## src/rtl/heap_sort_pkg.sv

```systemverilog
// Shared types and defaults for the heap-sort controller and its watchdog.
// Latency: n/a (declarations only).
// Backpressure: n/a.
package heap_sort_pkg;

  localparam int DATA_W           = 8;
  localparam int DEF_CAPACITY     = 255;
  localparam int DEF_DONE_TIMEOUT = 64;

  typedef enum logic [2:0] {
    LOAD      = 3'd0,
    PUSH_WAIT = 3'd1,
    SETTLE    = 3'd2,
    PRESENT   = 3'd3,
    POP_WAIT  = 3'd4,
    ERR       = 3'd5
  } state_t;

  // True in the states that are waiting on the heap's h_done.
  function automatic logic is_wait_state(input state_t s);
    return (s == PUSH_WAIT) || (s == POP_WAIT);
  endfunction

endpackage

```

## src/rtl/heap_sort_wdog.sv

```systemverilog
// Watchdog for heap operations; compiled only when HEAP_SORT_TIMEOUT_EN is defined.
// Latency: expired asserts LIMIT-1 cycles after the cycle following start, i.e. on the LIMIT-th waiting cycle.
// Backpressure: none; start re-arms, clear disarms, expired holds until cleared or reset.
`ifdef HEAP_SORT_TIMEOUT_EN
module heap_sort_wdog
  import heap_sort_pkg::*;
#(
  parameter int LIMIT = DEF_DONE_TIMEOUT
) (
  input  logic clk,
  input  logic reset,
  input  logic start,
  input  logic clear,
  output logic expired
);

  localparam int            CW   = (LIMIT < 2) ? 1 : $clog2(LIMIT);
  localparam logic [CW-1:0] LAST = CW'(LIMIT - 1);

  logic          r_armed;
  logic [CW-1:0] r_cnt;

  // Count waiting cycles from the pulse; saturate at the limit so expired stays high.
  always_ff @(posedge clk or negedge reset) begin
    if (!reset) begin
      r_armed <= 1'b0;
      r_cnt   <= '0;
    end else if (start) begin
      r_armed <= 1'b1;
      r_cnt   <= '0;
    end else if (clear) begin
      r_armed <= 1'b0;
      r_cnt   <= '0;
    end else if (r_armed && (r_cnt != LAST)) begin
      r_cnt <= r_cnt + 1'b1;
    end
  end

  assign expired = r_armed && (r_cnt == LAST);

endmodule
`endif

```

## src/rtl/heap_sort_ctrl.sv

```systemverilog
// Batch sorter front end: pushes a batch into an external min-heap, then pops it out ascending.
// Latency: one push per input (waits for h_done); each output follows SETTLE + PRESENT after the previous pop's h_done.
// Backpressure: in_ready only in LOAD below CAPACITY; out_data/out_last held while out_valid && !out_ready.
// Optional watchdog: define HEAP_SORT_TIMEOUT_EN to trap a missing h_done into a sticky ERR state.
module heap_sort_ctrl
  import heap_sort_pkg::*;
#(
  parameter int CAPACITY     = DEF_CAPACITY,
  parameter int DONE_TIMEOUT = DEF_DONE_TIMEOUT
) (
  input  logic              clk,
  input  logic              reset,
  input  logic              in_valid,
  output logic              in_ready,
  input  logic [DATA_W-1:0] in_data,
  input  logic              in_last,
  output logic              out_valid,
  input  logic              out_ready,
  output logic [DATA_W-1:0] out_data,
  output logic              out_last,
  output logic              busy,
  output logic              err,
  output logic              h_push,
  output logic              h_pop,
  output logic [DATA_W-1:0] h_din,
  input  logic [DATA_W-1:0] h_dout,
  input  logic [DATA_W-1:0] h_size,
  input  logic              h_done,
  input  logic              h_valid
);

  localparam logic [7:0] CAP_L = 8'(CAPACITY);

  state_t            r_state, w_state_nxt;
  logic [7:0]        r_count, w_count_nxt;
  logic              r_last, w_last_nxt;
  logic              r_h_push, w_h_push_nxt;
  logic              r_h_pop, w_h_pop_nxt;
  logic [DATA_W-1:0] r_h_din, w_h_din_nxt;
  logic              r_out_valid, w_out_valid_nxt;
  logic [DATA_W-1:0] r_out_data, w_out_data_nxt;
  logic              r_out_last, w_out_last_nxt;
  logic              w_in_ready;
  logic              w_expired;

  assign w_in_ready = (r_state == LOAD) && (r_count < CAP_L);

`ifdef HEAP_SORT_TIMEOUT_EN
  logic w_wd_start;
  logic w_wd_clear;

  // Arm on every heap command; disarm when the waited-for h_done arrives.
  assign w_wd_start = w_h_push_nxt | w_h_pop_nxt;
  assign w_wd_clear = h_done && is_wait_state(r_state);

  heap_sort_wdog #(
    .LIMIT (DONE_TIMEOUT)
  ) u_wdog (
    .clk     (clk),
    .reset   (reset),
    .start   (w_wd_start),
    .clear   (w_wd_clear),
    .expired (w_expired)
  );

  assign err = (r_state == ERR);
`else
  // Watchdog compiled out: expiry can never fire, ERR is unreachable.
  assign w_expired = (DONE_TIMEOUT < 0);
  assign err       = 1'b0;
`endif

  // Next-state and next-output logic; pulses default low, data registers hold.
  always_comb begin
    w_state_nxt     = r_state;
    w_count_nxt     = r_count;
    w_last_nxt      = r_last;
    w_h_push_nxt    = 1'b0;
    w_h_pop_nxt     = 1'b0;
    w_h_din_nxt     = r_h_din;
    w_out_valid_nxt = r_out_valid;
    w_out_data_nxt  = r_out_data;
    w_out_last_nxt  = r_out_last;

    case (r_state)
      LOAD: begin
        if (in_valid && w_in_ready) begin
          w_h_din_nxt  = in_data;
          w_h_push_nxt = 1'b1;
          w_last_nxt   = in_last;
          w_count_nxt  = r_count + 8'd1;
          w_state_nxt  = PUSH_WAIT;
        end
      end
      PUSH_WAIT: begin
        if (h_done) begin
          // A full batch drains even without in_last.
          w_state_nxt = (r_last || (r_count == CAP_L)) ? SETTLE : LOAD;
        end else if (w_expired) begin
          w_state_nxt = ERR;
        end
      end
      SETTLE: begin
        // One idle cycle so h_dout/h_size reflect the heap after its last operation.
        w_state_nxt = PRESENT;
      end
      PRESENT: begin
        if (r_out_valid) begin
          if (out_ready) begin
            w_out_valid_nxt = 1'b0;
            w_h_pop_nxt     = 1'b1;
            w_state_nxt     = POP_WAIT;
          end
        end else if (h_size == '0) begin
          w_count_nxt = '0;
          w_state_nxt = LOAD;
        end else if (h_valid) begin
          w_out_data_nxt  = h_dout;
          w_out_last_nxt  = (h_size == DATA_W'(1));
          w_out_valid_nxt = 1'b1;
        end
      end
      POP_WAIT: begin
        if (h_done) begin
          w_state_nxt = SETTLE;
        end else if (w_expired) begin
          w_state_nxt = ERR;
        end
      end
      ERR: begin
        w_out_valid_nxt = 1'b0;
      end
      default: begin
        w_state_nxt = LOAD;
      end
    endcase

    if (w_state_nxt == ERR) begin
      w_out_valid_nxt = 1'b0;
    end
  end

  // State register and registered outputs; reset abandons any batch in flight.
  always_ff @(posedge clk or negedge reset) begin
    if (!reset) begin
      r_state     <= LOAD;
      r_count     <= '0;
      r_last      <= 1'b0;
      r_h_push    <= 1'b0;
      r_h_pop     <= 1'b0;
      r_h_din     <= '0;
      r_out_valid <= 1'b0;
      r_out_data  <= '0;
      r_out_last  <= 1'b0;
    end else begin
      r_state     <= w_state_nxt;
      r_count     <= w_count_nxt;
      r_last      <= w_last_nxt;
      r_h_push    <= w_h_push_nxt;
      r_h_pop     <= w_h_pop_nxt;
      r_h_din     <= w_h_din_nxt;
      r_out_valid <= w_out_valid_nxt;
      r_out_data  <= w_out_data_nxt;
      r_out_last  <= w_out_last_nxt;
    end
  end

  assign in_ready  = w_in_ready;
  assign out_valid = r_out_valid;
  assign out_data  = r_out_data;
  assign out_last  = r_out_last;
  assign h_push    = r_h_push;
  assign h_pop     = r_h_pop;
  assign h_din     = r_h_din;
  assign busy      = (r_count != '0) || (r_state != LOAD);

endmodule

```

## config.mk

```make
export PLATFORM = sky130hd
export DESIGN_NAME = heap_sort_ctrl
export DESIGN_NICKNAME = d
export VERILOG_FILES = /design/src/rtl/heap_sort_pkg.sv /design/src/rtl/heap_sort_wdog.sv /design/src/rtl/heap_sort_ctrl.sv
export SDC_FILE = /design/constraint.sdc
export NUM_CORES = 1
export LEC_CHECK = 0
export CAP_MARGIN = 20
export CELL_PAD_IN_SITES_DETAIL_PLACEMENT = 0
export CELL_PAD_IN_SITES_GLOBAL_PLACEMENT = 2
export CORE_MARGIN = 2
export CORE_UTILIZATION = 27
export CTS_CLUSTER_SIZE = 40
export DETAILED_ROUTE_END_ITERATION = 16
export GPL_TIMING_DRIVEN = 0
export HOLD_SLACK_MARGIN = 0.05
export MAX_ROUTING_LAYER = met4
export PLACE_DENSITY_LB_ADDON = 0.2
export SLEW_MARGIN = 20
export SYNTH_ARGS = -nofsm -noshare
export SYNTH_HDL_FRONTEND = slang
export SYNTH_SLANG_ARGS = --single-unit
export TNS_END_PERCENT = 1
```

## constraint.sdc

```tcl
create_clock -name clk -period 2 [get_ports clk]
set_clock_uncertainty 0.05 [all_clocks]
set_input_delay 0.3 -clock clk [delete_from_list [all_inputs] [get_ports clk]]
set_output_delay 0.3 -clock clk [all_outputs]
set_load 0.005 [all_outputs]
```

=== Word level (Yosys, flattened, before mapping) ===
Cells that the tools add are included.

* Reduce and logical (&&, ||, !) cells: 13
* Order comparisons: 1
* Shift operators: 0
* Multipliers: 0
* Equal/unequal tests: 11
* Muxes and demuxes: 23
* Add/subtract/negate cells: 1
* Bitwise gates (word level): 2
* Div/mod/pow operators: 0

{| class="wikitable"
|+ Operators with widths
! operator !! number
|-
| 2-to-1 mux 8 bit || 3
|-
| 2-to-1 mux 3 bit || 6
|-
| case mux 3 bit (6 select lines) || 1
|-
| case mux 8 bit (2 select lines) || 1
|-
| 2-to-1 mux 1 bit || 10
|-
| equality test 3 bit, second input constant || 3
|-
| adder 8 x 1 -> 8 bit, second input constant || 1
|-
| equality test 8 x 1 -> 1 bit, second input constant || 1
|-
| equality test 8 bit, second input constant || 1
|-
| zero test 8 bit || 1
|-
| < comparator 8 bit, second input constant || 1
|-
| AND reduction 4 bit || 2
|-
| nonzero test 8 bit || 1
|-
| equality test 3 x 2 -> 1 bit, second input constant || 2
|-
| nonzero test 3 bit || 2
|-
| != test 2 bit, second input constant || 2
|-
| equality test 3 x 1 -> 1 bit, second input constant || 1
|-
| zero test 3 bit || 1
|-
| logical AND 1 bit || 2
|-
| logical OR 1 bit || 2
|-
| 2-to-1 mux 2 bit || 1
|-
| != test 2 x 1 -> 1 bit, second input constant || 1
|-
| inverter 1 bit || 2
|-
| case mux 1 bit (2 select lines) || 1
|-
| other kinds (2) || 2
|}

* Logic and storage cells: 60
* Latch bits: 0
* Bits in read-only memories: 0
* Flip-flop bits (word level): 32
* Memories: 0
* Bits in writable memories: 0
* Output and inout port bits: 23

=== Longest topological paths before layout ===
* Depth in word-level cells: 7
* Mapped depth: 6
* Gate-level depth less buffers: 5

=== Worst setup path before layout ===
OpenSTA, ideal clock, no wires.

* Path type: input-to-reg
* Start: in h_size[3]
* End: reg r_count[1]
* Stages on the path: 4
* Data required time: 1830 ps
* Path slack: 121 ps
* Setup time: 120 ps
* Arrival: 1709 ps
* Path buffers: 0
* Path through: or4_4 or4_4 and3_4 a31o_1

* Cells in the longest elaborated chain, start to end: 3

{| class="wikitable"
|+ RTL lines
! item !! RTL line !! text
|-
| from (decl) || heap_sort_ctrl.sv:27 || <nowiki>input logic [DATA_W-1:0] h_size,</nowiki>
|-
| zero test 8 bit || heap_sort_ctrl.sv:114 || <nowiki>end else if (h_size == '0) begin</nowiki>
|-
| != test 2 bit (no source line) || n/a ||
|-
| AND reduction 4 bit (no source line) || n/a ||
|-
| to (signal assigned) || heap_sort_ctrl.sv:157 || <nowiki>r_count <= w_count_nxt;</nowiki>
|-
| to (decl) || heap_sort_ctrl.sv:35 || <nowiki>logic [7:0] r_count, w_count_nxt;</nowiki>
|}

No other way between the ends.
A chain may end at the register's enable or synchronous reset.

=== Worst setup path in the final report ===
Same ends and word-level chain as after synthesis.

==> results.md <==
- GRT overflow: 0
- Synth area leader: dfrtp_1
- Synth Cell Area: 0.00151 mm2
- Reg clk slew, reported paths: 70 ps
- CP Max Fanout: 4
- CTS Sinks: 32
- Drc violations: 0
- Layout cells sized above 1: 24.4%
- Post-synth EDFFs: 0
- Max Slew Vio Count: 0
- Finished Cell Area: 0.00236 mm2
- Total Nets Final: 229
- Post-Place Worst Slack: -531 ps
- Placement Cell Area: 0.00214 mm2
- CTS Buf Count: 5
- Routability cong.: 0.698
- Top post-synthesis cells by area: dfrtp_1 (53%), mux2_2 (13%), nor2b_1 (2.5%), or4_4 (2.2%), nand3_1 (2.0%)
- Die W: 78.7 um
- Antenna cells: 0
- Vias in the first global route: 1360
- RR Startpoint: r_count[7]
- I/O Buffers: 52
- Max_cap viols: 0
- HPWL after DPL: 2660 um
- Worst r2r path cells: 5
- Count of final hold-check violations: 0
- Most used DFF post-synth: dfrtp_1
- Clk_lat worst skew: 280 ps
- Fin crit share: 97.8%
- Post-synthesis sequential area ratio: 53.1%
- Total GRT Usage: 13.7%
- Area of the die: 0.00620 mm2
- Chip Height: 78.7 um
- Antenna viol nets, final: 0
- Asr flop ratio synth: 100%
- Synthesized flop and latch total: 32
- Critical hold path startpoint: h_size[6]
- Status: completed
- Max Freq: 511 MHz
- Placeable Area: 0.00544 mm2
- Min-delay worst type: primary input to flop
- DRT Pass-1 Iters: 4
- Initial antenna violation count: 0
- First-pass GRT wire length: 6440 um
- Pwr dens: 1280 mW/mm2
- Largest net degree at the start of global routing: 18
- Multiplexer area fraction after synthesis: 13.4%
- # fillers: 509
- Hold path endpoint: out_last
- CP required: 2120 ps
- Initial cell density of the core: 27.7%
- Flop2flop setup slack: 140 ps
- Peak supply drop: 0.495 mV
- Top-area cell type share of the netlist area: 53.1%
- Critical path arrival: 2080 ps
- CTS Buffer Depth: 2
- Clock root buffer: clkbuf_8
- Simple-gate share of the synthesized area: 18.1%
- Fin worst setup slack: 43.1 ps
- Fin Setup TNS: 0 ps
- Leak: 1.01 nW
- Synthesized area per cell: 11.5 um2
- Synth Area in Adders: 1.66%
- Final setup vio count: 0
- Mapped Nets: 164
- Count of cell types in the netlist: 40
- Synth warn: 0
- Pwr Total: 0.00303 W
- Syn Inst Count: 131
- Max H-tree Level: 2
- 1st-iter DRT viols: 55
- Fin crit period: 1960 ps
- Routed wire length per instance: 13.5 um
- Vias: 1271
- Compound-cell area share of the yosys netlist: 9.54%
- Largest family of logic cells by synthesized area: simple AND/OR/NAND/NOR gates
- Hold path cells: 4
- P&R area growth vs syn: 56.8%
- Hold slack: 315 ps
- Setup CP Type: primary input to flop
- CP Launch Type: primary input
- CP endpoint kind: flop
- # rows: 27
- Crit Reg-Reg Endpoint: h_din[0]
- Post-Synth XOR/XNOR Area: 0.581%
- CTS tree: built
- IO Count: 54
- Final WL: 3630 um
- Vias per inst: 4.72
-- worst max-delay path, cell delays in order --
cell             delay, ps
clkdlybuf4s50_1        400
or4_4                  510
or4_4                  540
and3_4                 160
a31o_1                 170
-- cells by family (layout without fill, tap and decap cells) --
kind of cell,count (synthesis),in the layout
simple gates,44,44
buf+inv,12,78
other cells,1,1
mux,18,18
fa+ha+maj,2,2
flops,32,32
xor+xnor,1,1
compound gates,21,21
-- flip-flops by register name (all words and copies together), names as in the netlist --
register	count
h_din	8
h_pop	1
h_push	1
out_data	8
out_last	1
out_valid	1
r_count	8
r_last	1
r_state	3
-- synth_stat cells, types with 3 or more instances --
cell	n
nor2_1	5
dfrtp_1	32
nand2_1	6
nand3_1	6
o211ai_1	4
o21ai_0	5
mux2_2	17
inv_1	7
nor3_1	5
nor2b_1	6
or4_4	3
-- metal layers --
metal,up-vias,GRT usage [%],wire length (um)
li1,610,-,-
met1,615,17.8,1660
met2,40,20.2,1710
met5,-,-,0
met4,0,5.61,61
met3,6,3.98,200
-- what timing repair did --
action / in CTS / in global routing
gates resized for setup: 11 / 7
setup endpoints to repair: 11 / 10
buffers inserted: 6 / 0
pin swaps: 3 / 4
hold endpoints to repair: 16 / 0
hold buffers: 1 / 0
-- layout make-up --
class	count	area, um2	area share (%)
Tap cell	72	90.1	3.81
Clock inverter	2	35.0	1.48
Multi-Input combinational cell	87	714	30.2
Sequential cell	32	801	33.9
Timing Repair Buffer	60	606	25.6
Buffer	3	20.0	0.847
Clock buffer	6	72.6	3.07
Inverter	7	26.3	1.11
-- how the worst max path moves through the flow --
stage                         start         end  slack [ps]  depth (start not counted)
final                     h_size[3]  r_count[1]          40                          5
after global routing      h_size[7]  r_count[7]          -4                          5
after CTS                 h_size[3]  r_count[1]         -30                          5
after detailed placement  h_size[0]  r_count[7]        -530                          5
after global placement    h_size[3]  r_count[7]        -520                          5
after floorplan           h_size[3]  r_count[1]         120                          4
-- per-stage QoR --
step	utilization, %	cells
finish	43.5	269
global route	43.5	269
CTS	43.1	269
detailed placement	39.4	256
global placement	38.9	255
floorplan	-	131
-- layout by cell type, fill, tap and decap left out, types with 2 or more instances in the layout --
| master | instances |
|---|---|
| nand2_1 | 6 |
| inv_1 | 7 |
| nor3_2 | 2 |
| a31oi_1 | 2 |
| nor3_1 | 3 |
| dlymetal6s2s_1 | 4 |
| a21oi_1 | 2 |
| mux2_2 | 17 |
| o21ai_0 | 5 |
| o211ai_1 | 4 |
| nor4b_4 | 2 |
| buf_2 | 2 |
| or4_4 | 3 |
| clkdlybuf4s50_1 | 45 |
| nand3_1 | 5 |
| buf_4 | 8 |
| and3_1 | 2 |
| nor2_1 | 4 |
| nor2b_1 | 6 |
| dlygate4sd2_1 | 2 |
| clkbuf_8 | 5 |
| dfrtp_1 | 32 |
-- report_power, final --
part | internal (W) | total (W) | switching (W) | leakage [nW]
Sequential | 0.000921 | 0.00119 | 0.000272 | 0.400
Clock | 0.000370 | 0.000611 | 0.000241 | 0.0552
Combinational | 0.000807 | 0.00123 | 0.000421 | 0.555
No activity file was read; power rests on OpenSTA's default activity.
